### src/rtl/spi_adc_pkg.sv
// Shared types and sizing helpers for the serial ADC reader.
package spi_adc_pkg;

  typedef enum logic [1:0] {
    ST_IDLE  = 2'd0,
    ST_SETUP = 2'd1,
    ST_SHIFT = 2'd2,
    ST_QUIET = 2'd3
  } state_e;

  // Bits needed to hold the values 0 .. v-1 (never less than 1).
  function automatic int unsigned clog2w(input int unsigned v);
    int unsigned w;
    w = 1;
    for (int i = 1; i < 32; i++) begin
      if ((64'd1 << i) < 64'(v)) w = i + 1;
    end
    return w;
  endfunction

endpackage

### src/rtl/spi_sclk_gen.sv
// SPI clock generator: CPOL=1 sclk built from a half-period down-counter,
// with strobes marking the edge where sclk rises and where a high half ends.
module spi_sclk_gen
  import spi_adc_pkg::*;
#(
  parameter int unsigned CLK_DIV_HALF = 26
) (
  input  logic clk,
  input  logic rst_n,
  input  logic i_load,
  input  logic i_en,
  input  logic i_last_bit,
  output logic o_sclk,
  output logic o_rise,
  output logic o_high_end
);

  localparam int unsigned CW = clog2w(CLK_DIV_HALF);
  localparam logic [CW-1:0] HALF_M1 = CW'(CLK_DIV_HALF - 1);

  logic [CW-1:0] cnt_q, cnt_d;
  logic          sclk_q, sclk_d;
  logic          tc;

  assign tc         = (cnt_q == '0);
  assign o_rise     = i_en && tc && !sclk_q;
  assign o_high_end = i_en && tc && sclk_q;
  assign o_sclk     = sclk_q;

  always_comb begin
    cnt_d  = cnt_q;
    sclk_d = sclk_q;
    if (i_load) begin
      sclk_d = 1'b0;
      cnt_d  = HALF_M1;
    end else if (i_en) begin
      if (tc) begin
        cnt_d  = HALF_M1;
        // after the final high half sclk parks high instead of toggling
        sclk_d = (sclk_q && i_last_bit) ? 1'b1 : !sclk_q;
      end else begin
        cnt_d = cnt_q - 1'b1;
      end
    end else begin
      sclk_d = 1'b1;
      cnt_d  = '0;
    end
  end

  always_ff @(posedge clk or negedge rst_n) begin
    if (!rst_n) begin
      cnt_q  <= '0;
      sclk_q <= 1'b1;
    end else begin
      cnt_q  <= cnt_d;
      sclk_q <= sclk_d;
    end
  end

endmodule

### src/rtl/spi_adc_reader.sv
// SPI master receiver for serial ADCs: configurable frame, sample extraction,
// leading-zero check, one-deep valid/ready output and periodic auto-trigger.
//
// state    | meaning
// ST_IDLE  | cs high, waiting for i_Start or an auto trigger
// ST_SETUP | cs low, sclk high, cs-to-first-sclk-fall setup time
// ST_SHIFT | clocking FRAME_BITS bits in, Din sampled on sclk rise
// ST_QUIET | cs high, enforcing the gap before the next frame
module spi_adc_reader
  import spi_adc_pkg::*;
#(
  parameter int unsigned CLK_DIV_HALF = 26,
  parameter int unsigned FRAME_BITS   = 16,
  parameter int unsigned LEAD_ZEROS   = 3,
  parameter int unsigned DATA_LSB     = 4,
  parameter int unsigned DATA_WIDTH   = 8,
  parameter int unsigned CS_SETUP     = 2,
  parameter int unsigned QUIET_CYCLES = 20,
  parameter int unsigned AUTO_PERIOD  = 100000
) (
  input  logic                  clk,
  input  logic                  rst_n,
  input  logic                  i_Start,
  input  logic                  i_Auto_En,
  input  logic                  i_Clear,
  input  logic                  Din,
  output logic                  sclk,
  output logic                  cs,
  output logic [DATA_WIDTH-1:0] o_RX_Data,
  output logic                  o_RX_DV,
  input  logic                  i_RX_Ready,
  output logic                  o_Busy,
  output logic                  o_Overrun,
  output logic                  o_Frame_Err
);

  if (LEAD_ZEROS + DATA_WIDTH + DATA_LSB > FRAME_BITS) begin : g_param_check
    $error("spi_adc_reader: LEAD_ZEROS + DATA_WIDTH + DATA_LSB exceeds FRAME_BITS");
  end

  localparam int unsigned TMAX = (CS_SETUP > QUIET_CYCLES) ? CS_SETUP : QUIET_CYCLES;
  localparam int unsigned TW   = clog2w(TMAX);
  localparam int unsigned BW   = clog2w(FRAME_BITS);
  localparam int unsigned AW   = clog2w(AUTO_PERIOD);

  localparam logic [TW-1:0] SETUP_M1   = TW'(CS_SETUP - 1);
  // The one IDLE cycle before a relaunch counts toward the quiet gap.
  localparam logic [TW-1:0] QUIET_LOAD = TW'((QUIET_CYCLES >= 2) ? QUIET_CYCLES - 2 : 0);
  localparam logic [BW-1:0] BITS_M1    = BW'(FRAME_BITS - 1);
  localparam logic [AW-1:0] AUTO_M1    = AW'(AUTO_PERIOD - 1);

  state_e                  state_q, state_d;
  logic [TW-1:0]           tmr_q, tmr_d;
  logic [BW-1:0]           bits_q, bits_d;
  logic [FRAME_BITS-1:0]   shreg_q, shreg_d;
  logic [AW-1:0]           auto_cnt_q, auto_cnt_d;
  logic                    pend_q, pend_d;
  logic                    cs_q, cs_d;
  logic                    busy_q, busy_d;
  logic [DATA_WIDTH-1:0]   data_q, data_d;
  logic                    dv_q, dv_d;
  logic                    ovr_q, ovr_d;
  logic                    ferr_q, ferr_d;

  logic sclk_load, sclk_en, sclk_rise, sclk_high_end;
  logic auto_tick, complete, lead_err;

  assign sclk_en  = (state_q == ST_SHIFT);
  assign lead_err = |(shreg_q >> (FRAME_BITS - LEAD_ZEROS));

  spi_sclk_gen #(
    .CLK_DIV_HALF (CLK_DIV_HALF)
  ) u_sclk_gen (
    .clk        (clk),
    .rst_n      (rst_n),
    .i_load     (sclk_load),
    .i_en       (sclk_en),
    .i_last_bit (bits_q == '0),
    .o_sclk     (sclk),
    .o_rise     (sclk_rise),
    .o_high_end (sclk_high_end)
  );

  always_comb begin
    state_d    = state_q;
    tmr_d      = tmr_q;
    bits_d     = bits_q;
    shreg_d    = shreg_q;
    cs_d       = cs_q;
    sclk_load  = 1'b0;
    complete   = 1'b0;
    auto_tick  = i_Auto_En && (auto_cnt_q == AUTO_M1);

    if (!i_Auto_En || auto_tick) auto_cnt_d = '0;
    else                         auto_cnt_d = auto_cnt_q + 1'b1;

    // In IDLE a pending trigger is always consumed, so it can only survive while busy.
    if (!i_Auto_En || state_q == ST_IDLE) pend_d = 1'b0;
    else if (auto_tick)                   pend_d = 1'b1;
    else                                  pend_d = pend_q;

    case (state_q)
      ST_IDLE: begin
        if (i_Start || auto_tick || pend_q) begin
          state_d = ST_SETUP;
          cs_d    = 1'b0;
          tmr_d   = SETUP_M1;
        end
      end
      ST_SETUP: begin
        if (tmr_q == '0) begin
          state_d   = ST_SHIFT;
          bits_d    = BITS_M1;
          sclk_load = 1'b1;
        end else begin
          tmr_d = tmr_q - 1'b1;
        end
      end
      ST_SHIFT: begin
        if (sclk_rise) shreg_d = {shreg_q[FRAME_BITS-2:0], Din};
        if (sclk_high_end) begin
          if (bits_q == '0) begin
            state_d  = ST_QUIET;
            cs_d     = 1'b1;
            tmr_d    = QUIET_LOAD;
            complete = 1'b1;
          end else begin
            bits_d = bits_q - 1'b1;
          end
        end
      end
      ST_QUIET: begin
        if (tmr_q == '0) state_d = ST_IDLE;
        else             tmr_d   = tmr_q - 1'b1;
      end
      default: state_d = ST_IDLE;
    endcase

    busy_d = (state_d != ST_IDLE);

    data_d = data_q;
    dv_d   = dv_q;
    ovr_d  = i_Clear ? 1'b0 : ovr_q;
    ferr_d = i_Clear ? 1'b0 : ferr_q;
    if (complete) begin
      data_d = shreg_q[DATA_LSB +: DATA_WIDTH];
      dv_d   = 1'b1;
      if (dv_q && !i_RX_Ready) ovr_d  = 1'b1;
      if (lead_err)            ferr_d = 1'b1;
    end else if (dv_q && i_RX_Ready) begin
      dv_d = 1'b0;
    end
  end

  always_ff @(posedge clk or negedge rst_n) begin
    if (!rst_n) begin
      state_q    <= ST_IDLE;
      tmr_q      <= '0;
      bits_q     <= '0;
      shreg_q    <= '0;
      auto_cnt_q <= '0;
      pend_q     <= 1'b0;
      cs_q       <= 1'b1;
      busy_q     <= 1'b0;
      data_q     <= '0;
      dv_q       <= 1'b0;
      ovr_q      <= 1'b0;
      ferr_q     <= 1'b0;
    end else begin
      state_q    <= state_d;
      tmr_q      <= tmr_d;
      bits_q     <= bits_d;
      shreg_q    <= shreg_d;
      auto_cnt_q <= auto_cnt_d;
      pend_q     <= pend_d;
      cs_q       <= cs_d;
      busy_q     <= busy_d;
      data_q     <= data_d;
      dv_q       <= dv_d;
      ovr_q      <= ovr_d;
      ferr_q     <= ferr_d;
    end
  end

  assign cs          = cs_q;
  assign o_Busy      = busy_q;
  assign o_RX_Data   = data_q;
  assign o_RX_DV     = dv_q;
  assign o_Overrun   = ovr_q;
  assign o_Frame_Err = ferr_q;

endmodule

### config.mk
export PLATFORM = sky130hd
export DESIGN_NAME = spi_adc_reader
export DESIGN_NICKNAME = d
export VERILOG_FILES = /design/src/rtl/spi_adc_pkg.sv /design/src/rtl/spi_sclk_gen.sv /design/src/rtl/spi_adc_reader.sv
export SDC_FILE = /design/constraint.sdc
export NUM_CORES = 1
export LEC_CHECK = 0
export ABC_CLOCK_PERIOD_IN_PS = 2500
export CAP_MARGIN = 20
export CORE_MARGIN = 2
export CORE_UTILIZATION = 39
export CTS_CLUSTER_DIAMETER = 60
export DETAILED_ROUTE_END_ITERATION = 8
export SETUP_SLACK_MARGIN = 0.5
export SYNTH_ARGS = -nofsm -noshare
export SYNTH_HDL_FRONTEND = slang
export SYNTH_HIERARCHICAL = 1
export SYNTH_SLANG_ARGS = --single-unit
### constraint.sdc
create_clock -name clk -period 2.5 [get_ports clk]
set_input_delay 0.375 -clock clk [delete_from_list [all_inputs] [get_ports clk]]
set_output_delay 0.375 -clock clk [all_outputs]
set_load 0.05 [all_outputs]
==> After elaboration in Yosys (flattened, before gate mapping) <==
Cells that the tools add are included.
{ "totals": {"reg_bits": 64, "output_inout_bits": 14} }
{ "op_classes": {"addsub": 4, "eq_ne": 11, "mux": 42, "reduce_logical": 29} }
{ "ops": {"columns": ["operator", "n"], "rows": [
  ["$mux W5", 7],
  ["$mux W1", 22],
  ["$add A17 B1 Y17 const B", 1],
  ["$eq A17 B17 Y1 const B", 1],
  ["$mux W17", 1],
  ["$pmux W5 S3", 1],
  ["$mux W4", 3],
  ["$reduce_and A4 Y1", 3],
  ["$logic_not A5 Y1", 2],
  ["$mux W2", 5],
  ["$ne A2 B2 Y1 const B", 5],
  ["$reduce_bool A2 Y1", 5],
  ["$sub A5 B1 Y5 const B", 2],
  ["$pmux W2 S4", 1],
  ["$pmux W4 S2", 1],
  ["$logic_and A1 B1 Y1", 7],
  ["$eq A2 B2 Y1 const B", 2],
  ["$logic_not A4 Y1", 1],
  ["$logic_or A1 B1 Y1", 4],
  ["$sub A4 B1 Y4 const B", 1],
  ["$logic_not A1 Y1", 3],
  ["$ne A3 B3 Y1 const B", 1],
  ["$reduce_or A3 Y1", 1],
  ["$eq A2 B1 Y1 const B", 1],
  ["5 further kinds", 5]
]} }

==> Depth between registers and ports, before layout <==
Gate-level depths: netlist of the first run.
{ "depth": {"word_depth": 7, "depth_mapped": 8} }

==> Cells and area by module <==
The synthesis of the first run kept the hierarchy.
{ "by_module_without_submodules": {"columns": ["mod", "n_inst", "cells_per_inst", "area_per_inst_um2", "seq_area_each_um2"], "rows": [
  ["spi_adc_reader", 1, 218, 2596.2, 1452.6],
  ["spi_sclk_gen", 1, 31, 326.6, 151.4]
]} }

==> Least setup slack after synthesis of the first run <==
Ideal clock, no wire load.
{ "synth_timing": {"path_kind": "flip-flop to flip-flop", "start": "register u_sclk_gen.cnt_q[0]", "end": "register tmr_q[2]", "setup_ns": 0.126, "arrival_time_ns": 1.828, "t_required_ns": 2.374, "path_slack_ns": 0.546, "path_stages_with_launch": 9, "n_path_buf": 0, "synth_period_minus_slack_ns": 1.954, "path_cell_list": "dfrtp_1 inv_1 ha_1 nor4b_4 and3_2 nand3_4 o211ai_1 a31oi_4 a221o_1"} }
{ "synth_between": {"elab_chain_len": 5} }
{ "synth_rtl": {"columns": ["element", "line_no", "text"], "rows": [
  ["start: declaration", "spi_sclk_gen.sv:21", "logic [CW-1:0] cnt_q, cnt_d;"],
  ["start signal: assignment", "spi_sclk_gen.sv:55", "cnt_q <= cnt_d;"],
  ["$logic_not A5 Y1", "spi_sclk_gen.sv:25", "assign tc = (cnt_q == '0);"],
  ["$logic_and A1 B1 Y1 (2 in series)", "spi_sclk_gen.sv:27", "assign o_high_end = i_en && tc && sclk_q;"],
  ["via sclk_high_end", "spi_adc_reader.sv:65", "logic sclk_load, sclk_en, sclk_rise, sclk_high_end;"],
  ["$ne A2 B2 Y1 (no source line)", null, null],
  ["$reduce_and A4 Y1 (no source line)", null, null],
  ["end signal: assignment", "spi_adc_reader.sv:171", "tmr_q <= tmr_d;"],
  ["end: declaration", "spi_adc_reader.sv:53", "logic [TW-1:0] tmr_q, tmr_d;"]
]} }
The timed path passes the listed nets, and every way through them passes these cells.
A chain may end at the register's enable or synchronous reset.

==> Worst setup path in the final report of the first run <==
{ "layout_timing": {"start": "register u_sclk_gen.cnt_q[1]", "end": "register tmr_q[2]"} }
The elaborated chain is that of the path after synthesis.

==> key figures, run 1 <==
Outcome
  – Status: finished clean

Routing
  – Vias per Instance: approximately 4.9
  – Final wirelength: approximately 5000 um
  – DR top layer: met4
  – Initial drt markers: between 60 and 70
  – Drt first pass iters: 5
  – Vias post-DR: about 1900
  – DRC Markers: 0
  – Post-DRT Antenna Nets: 0
  – Met2 routed WL: ~2300 um
  – WL met1: about 2500 um
  – Routed wire per std cell: between 10 and 15 um
  – Met3 wire len: about 130 um

Power
  – Pleak: approximately 1.6 nW
  – Max IR drop VDD: about 0.39 mV
  – Pwr dens: 892.8 nW/um^2

Timing
  – Crit path time final: slightly below 2 ns
  – Fin crit share: just under 80%
  – Setup TNS: 0 ns
  – Final setup vio count: 0
  – Max Freq: 518.8 MHz
  – Hold WS: between 0.15 and 0.2 ns
  – Max Slew Vio Count: 0
  – Final-report hold violation count: 0
  – Worst slew pin tran: around 0.80 ns
  – Unrepaired setup endpoints after global routing: no
  – Skew final: 0.006359 ns
  – Slew HR: a little under half

Clock tree
  – Root buffer cell: clkbuf_8
  – Clock transition at the registers of the reported paths: 0.07 ns
  – H-tree levels: 3
  – Total CTS buffers: 9
  – CTS tree: done
  – Latest clock arrival within the worst-skew pair: between 0.3 and 0.4 ns
  – Clk buf depth: 2
  – Clock Sinks: 64

Place
  – GP Congestion: 0.7848
  – Hpwl dp: between 3000 and 4000 um
  – I/O Buffers: 20
  – Area after DPL: around 3200 sq um

Synth
  – Synth Warn #: 6
  – Yosys top cell area share: 53.08%
  – Most used DFF post-synth: dfrtp_1
  – Synth area leaders: dfrtp_1 53%, mux2_2 9.6%, xor2_1 4.2%
  – Mapped Nets: around 260
  – Synth cell count leaders: 62 x dfrtp_1, 28 x nor2_1, 25 x mux2_2
  – Sequential fraction of the synthesis area: a little over half
  – Area leader, netlist: dfrtp_1
  – Netlist Area Pre-Place: between 2000 and 3000 sq um
  – Synth Register Bits: between 60 and 70
  – Post-Syn Instances: ~250
  – Distinct cells, synth: 48
  – Syn avg cell area: about 12 sq um
  – Most numerous cell in the Yosys netlist: dfrtp_1
  – Number of synthesized flops with an enable pin: 0
  – Synth async-reset ratio: 100.0%

Layout
  – Final core occ: roughly half
  – # nets final: 296
  – N_diodes: 0
  – Share of cells above drive strength 1: about a quarter
  – Synth-to-layout area growth: 20.21%
  – Fin area: approximately 3500 sq um

Critical path
  – Max FO, Critical Path: 5
  – CP Capture Type: register
  – CP Class: reg2reg
  – CP arrival: between 2 and 2.5 ns
  – Worst Path Required: around 2.7 ns
  – Crit start category: register

Run
  – Max-Cap Viols: 0

Floorplanning
  – Die Span Y: 90.57 um
  – Die ar.: slightly above 8000 sq um
  – Std-Cell Core Area: 7253 sq um
  – Rows: 31
  – IO Pins: 21
  – Initial Util: between 40% and 50%
  – DIE WIDTH: 90.57 um

GRT
  – Grt total ovfl: 0
  – First-pass GRT wire length: just under 9000 um
  – All-Layer GR Usage: roughly an eighth
  – Maximum number of pins on one net before global-route repair: 65
  – Vias in the first global route: ~2000
  – Antenna violations before repair: 0

Worst hold path
  – Hold crit path type: in2async
layout by cell type, fill, tap and decap left out, drive strengths merged, types with 2 or more instances in the layout:
master,count
ha,5
a211oi,2
nor3,9
mux2,25
clkbuf,9
xor2,14
and4,2
nor4bb,2
a221o,2
a21oi,7
mux2i,2
dlygate4sd2,2
o21ai,4
nand3,9
buf,12
clkinvlp,2
dfrtp,62
clkinv,4
nand2b,6
a31oi,2
nor3b,3
nand2,13
dfstp,2
nor4b,3
nor2,28
and3,5
nand4,3
inv,14
a21o,2
o22ai,2
clkdlybuf4s50,17
xnor2,5
state kept, by name (all words and copies together), names as in the netlist, 2 cells and up:
register	count
auto_cnt_q	17
shreg_q	16
o_RX_Data	8
tmr_q	5
u_sclk_gen/cnt_q	5
bits_q	4
state_q	2
routing by layer:
metal / vias up / track usage, %
li1: 932 / -
met1: 946 / 17.86
met2: 32 / 20.09
met3: 10 / 3.005
met4: 0 / 7.308
met5: - / 0
path summary, 6_finish.rpt:
path / cells past startpoint / slack, ns / start / endpoint
setup / recovery: 8 / 0.57 / u_sclk_gen/cnt_q[1] / tmr_q[2]
hold / removal: 2 / 0.19 / rst_n / tmr_q[0]
setup reg to reg: 8 / 0.57 / u_sclk_gen/cnt_q[1] / tmr_q[2]
hold reg to reg: 2 / 0.46 / cs / cs
max in group asynchronous: 2 / 1.72 / rst_n / state_q[1]
min in group clk: 2 / 0.46 / cs / cs
kinds of logic after synthesis:
family	synth area share, %
simple gates	17.00
flops	54.88
compound gates	6.764
mux	10.32
buf+inv	3.210
xor+xnor	5.694
fa+ha+maj	2.140
through the flow:
stage          cells  setup WS [ns]  total power, W
3_5_place_dp     366         0.4094        0.002124
2_1_floorplan    249         0.5457        0.001939
4_1_cts          383         0.5153        0.003026
5_1_grt          388         0.4643        0.003339
6_report         388         0.5723        0.003137
3_3_place_gp     366         0.4821        0.002115
where the power goes:
group / switching, W / internal (W)
logic: 0.000447 / 0.000463
registers: 0.000161 / 0.00119
clock network: 0.000420 / 0.000460
final cells by class:
| class | count | area (sq um) |
|---|---|---|
| sequential | 64 | 1607 |
| inverter | 14 | 55.05 |
| tap | 99 | 123.9 |
| fill | 681 | 3740 |
| timing repair buffer | 31 | 275.3 |
| multi-input combinational | 164 | 1256 |
| clock inverter | 7 | 72.57 |
| clock buffer | 9 | 123.9 |
critical path, stage by stage (launching register included):
cell and delay, ns:
dfrtp_1 0.38, inv_1 0.10, ha_4 0.16, nor4b_4 0.21, and3_4 0.25, nand3_4 0.07, o211ai_1 0.20, a31oi_4 0.09
a221o_1 0.36
timing repair:
item	CTS	global route
setup endpoints to repair	7	8
pin swaps	0	2
gates resized for setup	3	8
hold buffers	0	0
setup buffers	1	5
Power figures use the tool's default switching activity.
==> run 2, diff against run 1 <==
--- a/config.mk
+++ b/config.mk
@@ -5,7 +5,7 @@
 export SDC_FILE = /design/constraint.sdc
 export NUM_CORES = 1
 export LEC_CHECK = 0
-export ABC_CLOCK_PERIOD_IN_PS = 2500
+export ABC_CLOCK_PERIOD_IN_PS = 2000
 export CAP_MARGIN = 20
 export CORE_MARGIN = 2
 export CORE_UTILIZATION = 39
==> constraint.sdc (replaced) <==
create_clock -name clk -period 2 [get_ports clk]
set_input_delay 0.3 -clock clk [delete_from_list [all_inputs] [get_ports clk]]
set_output_delay 0.3 -clock clk [all_outputs]
set_load 0.05 [all_outputs]
==> key figures, run 2 (synthesis results as in run 1) <==
Layout
  – N_diodes: 0
  – Layout filler cell count: about 630
  – Commonest non-fill, non-tap cell in the layout: dfrtp_1
  – Most frequent cells in the layout: 62 x dfrtp_1, 26 x nor2_1, 23 x mux2_2
  – Max reg flops: 17
  – Synth-to-layout area growth: 28.42%
  – # nets final: between 300 and 400
  – Largest register by flop count: auto_cnt_q
  – Share of cells above drive strength 1: 37.79%

Timing
  – Skew final: ~0.0057 ns
  – Fin crit share: a little over nine tenths
  – Worst slew pin tran: 0.3414 ns
  – Unrepaired setup endpoints after global routing: yes
  – Max Freq: ~530 MHz
  – Max Slew Vio Count: 0
  – Final setup vio count: 0
  – Crit path time final: 1.884 ns
  – Setup TNS: 0 ns
  – Setup WS post-layout: approximately 0.12 ns
  – Slew HR: about 77%
  – Final-report hold violation count: 0

Critical path
  – Crit start category: register
  – CP Capture Type: register
  – CP arrival: between 2 and 2.5 ns
  – CP Class: reg2reg
  – Max FO, Critical Path: 5
  – FF-to-FF path depth: 8
  – Worst Path Required: 2.22 ns

Power
  – Max IR drop VDD: 0.5559 mV
  – Pleak: roughly 1.8 nW
  – Pwr dens: approximately 1200 nW/um^2

Routing
  – Routed wire per std cell: approximately 14 um
  – Drt first pass iters: 3
  – Initial drt markers: 47
  – Vias post-DR: approximately 2000
  – Final wirelength: 5493 um
  – Post-DRT Antenna Nets: 0
  – Vias per Instance: slightly below 5
  – DRC Markers: 0

Clock tree
  – Clock transition at the registers of the reported paths: 0.07 ns
  – Latest clock arrival within the worst-skew pair: 0.33 ns
  – Clk buf depth: 2
  – Clock Sinks: 64
  – Total CTS buffers: 9
  – Root buffer cell: clkbuf_8
  – CTS tree: done
  – H-tree levels: 3

Floorplanning
  – Rows: 31
  – DIE WIDTH: just over 90 um
  – Initial Util: about two fifths
  – Die ar.: 8203 sq um
  – IO Pins: 21
  – Std-Cell Core Area: between 7000 and 8000 sq um
  – Die Span Y: ~91 um

Outcome
  – Status: finished clean

Run
  – Max-Cap Viols: 0

GRT
  – First-pass GRT wire length: roughly 10000 um
  – All-Layer GR Usage: between 10% and 20%
  – Maximum number of pins on one net before global-route repair: 65
  – Grt total ovfl: 0
  – Antenna violations before repair: 0
  – Vias in the first global route: 2159

Place
  – Hpwl dp: 3283 um
  – I/O Buffers: 20
  – Pre-CTS setup slack: 0.05796 ns
  – GP Congestion: 0.8073

Worst hold path
  – Hold path depth: 1
  – Hold crit path type: reg2reg
## run 2: cell types whose count changed in the layout (fill, tap and decap cells not counted), sizes merged
cell,previous run,this run
buf,12,29
dlygate4sd2,2,0
clkdlybuf4s50,17,5
dlygate4sd3,0,1
clkbuf,9,18
clkdlybuf4s15,0,6
nand2,13,14
clkinv,4,2
## run 2: layout make-up
class / count / area (sq um) / share of cell area, %
Inverter: 14 / 52.55 / 1.400
Tap cell: 99 / 123.9 / 3.300
Clock inverter: 5 / 55.05 / 1.467
Clock buffer: 11 / 151.4 / 4.033
Sequential cell: 64 / 1604 / 42.73
Timing Repair Buffer: 48 / 412.9 / 11.00
Multi-Input combinational cell: 165 / 1354 / 36.07
## run 2: report_power, final
| group | total, W | switching [W] | leakage [nW] | internal (W) |
|---|---|---|---|---|
| sequential | 0.00166 | 0.000181 | 0.845 | 0.00148 |
| clock | 0.00114 | 0.000501 | 0.101 | 0.000639 |
| combinational | 0.00165 | 0.000763 | 0.832 | 0.000889 |
| total | 0.00445 | 0.00144 | 1.78 | 0.00301 |
## run 2: worst paths after layout
| path | endpoint | slack [ns] | start |
|---|---|---|---|
| min in group asynchronous | tmr_q[2] | 0.52 | rst_n |
| max in group asynchronous | u_sclk_gen/o_sclk | 1.17 | rst_n |
| hold reg to reg | auto_cnt_q[0] | 0.49 | auto_cnt_q[0] |
| setup / recovery | tmr_q[2] | 0.12 | u_sclk_gen/cnt_q[0] |
| setup reg to reg | tmr_q[2] | 0.12 | u_sclk_gen/cnt_q[0] |
| hold / removal | auto_cnt_q[0] | 0.49 | auto_cnt_q[0] |
## run 2: what timing repair did
item	in CTS	in global routing
cloned	1	0
endpoints found under the hold margin	62	0
buffers inserted	13	4
setup endpoints to repair	72	69
hold buffers	1	0
resized for setup	51	17
pin swaps	9	5
## run 2: worst max-delay path: stages (launching register included)
cell	delay [ns]
dfrtp_1	0.40
inv_2	0.09
ha_4	0.13
nor4b_4	0.20
and3_4	0.24
nand3_4	0.08
o211ai_1	0.18
a31oi_4	0.09
a221o_1	0.36
## run 2: layer usage
metal | track usage (%) | up-vias | wire length (um)
met5 | 0 | - | 0
met4 | 7.308 | 0 | 118
met3 | 3.422 | 12 | 119
met2 | 24.44 | 19 | 2664
met1 | 18.38 | 991 | 2590
li1 | - | 971 | -
## run 2: per-stage QoR
stage | cells | cell area [sq um] | hold slack (ns) | utilization [%] | power, W
floorplan | 249 | 2967 | 0.004409 | - | 0.002450
global placement | 371 | 3312 | 0.3461 | 45.66 | 0.002761
detailed placement | 371 | 3312 | 0.3424 | 45.66 | 0.002788
CTS | 402 | 3726 | 0.4879 | 51.37 | 0.004297
global route | 406 | 3754 | 0.5166 | 51.75 | 0.004741
finish | 406 | 3754 | 0.4930 | 51.75 | 0.004452
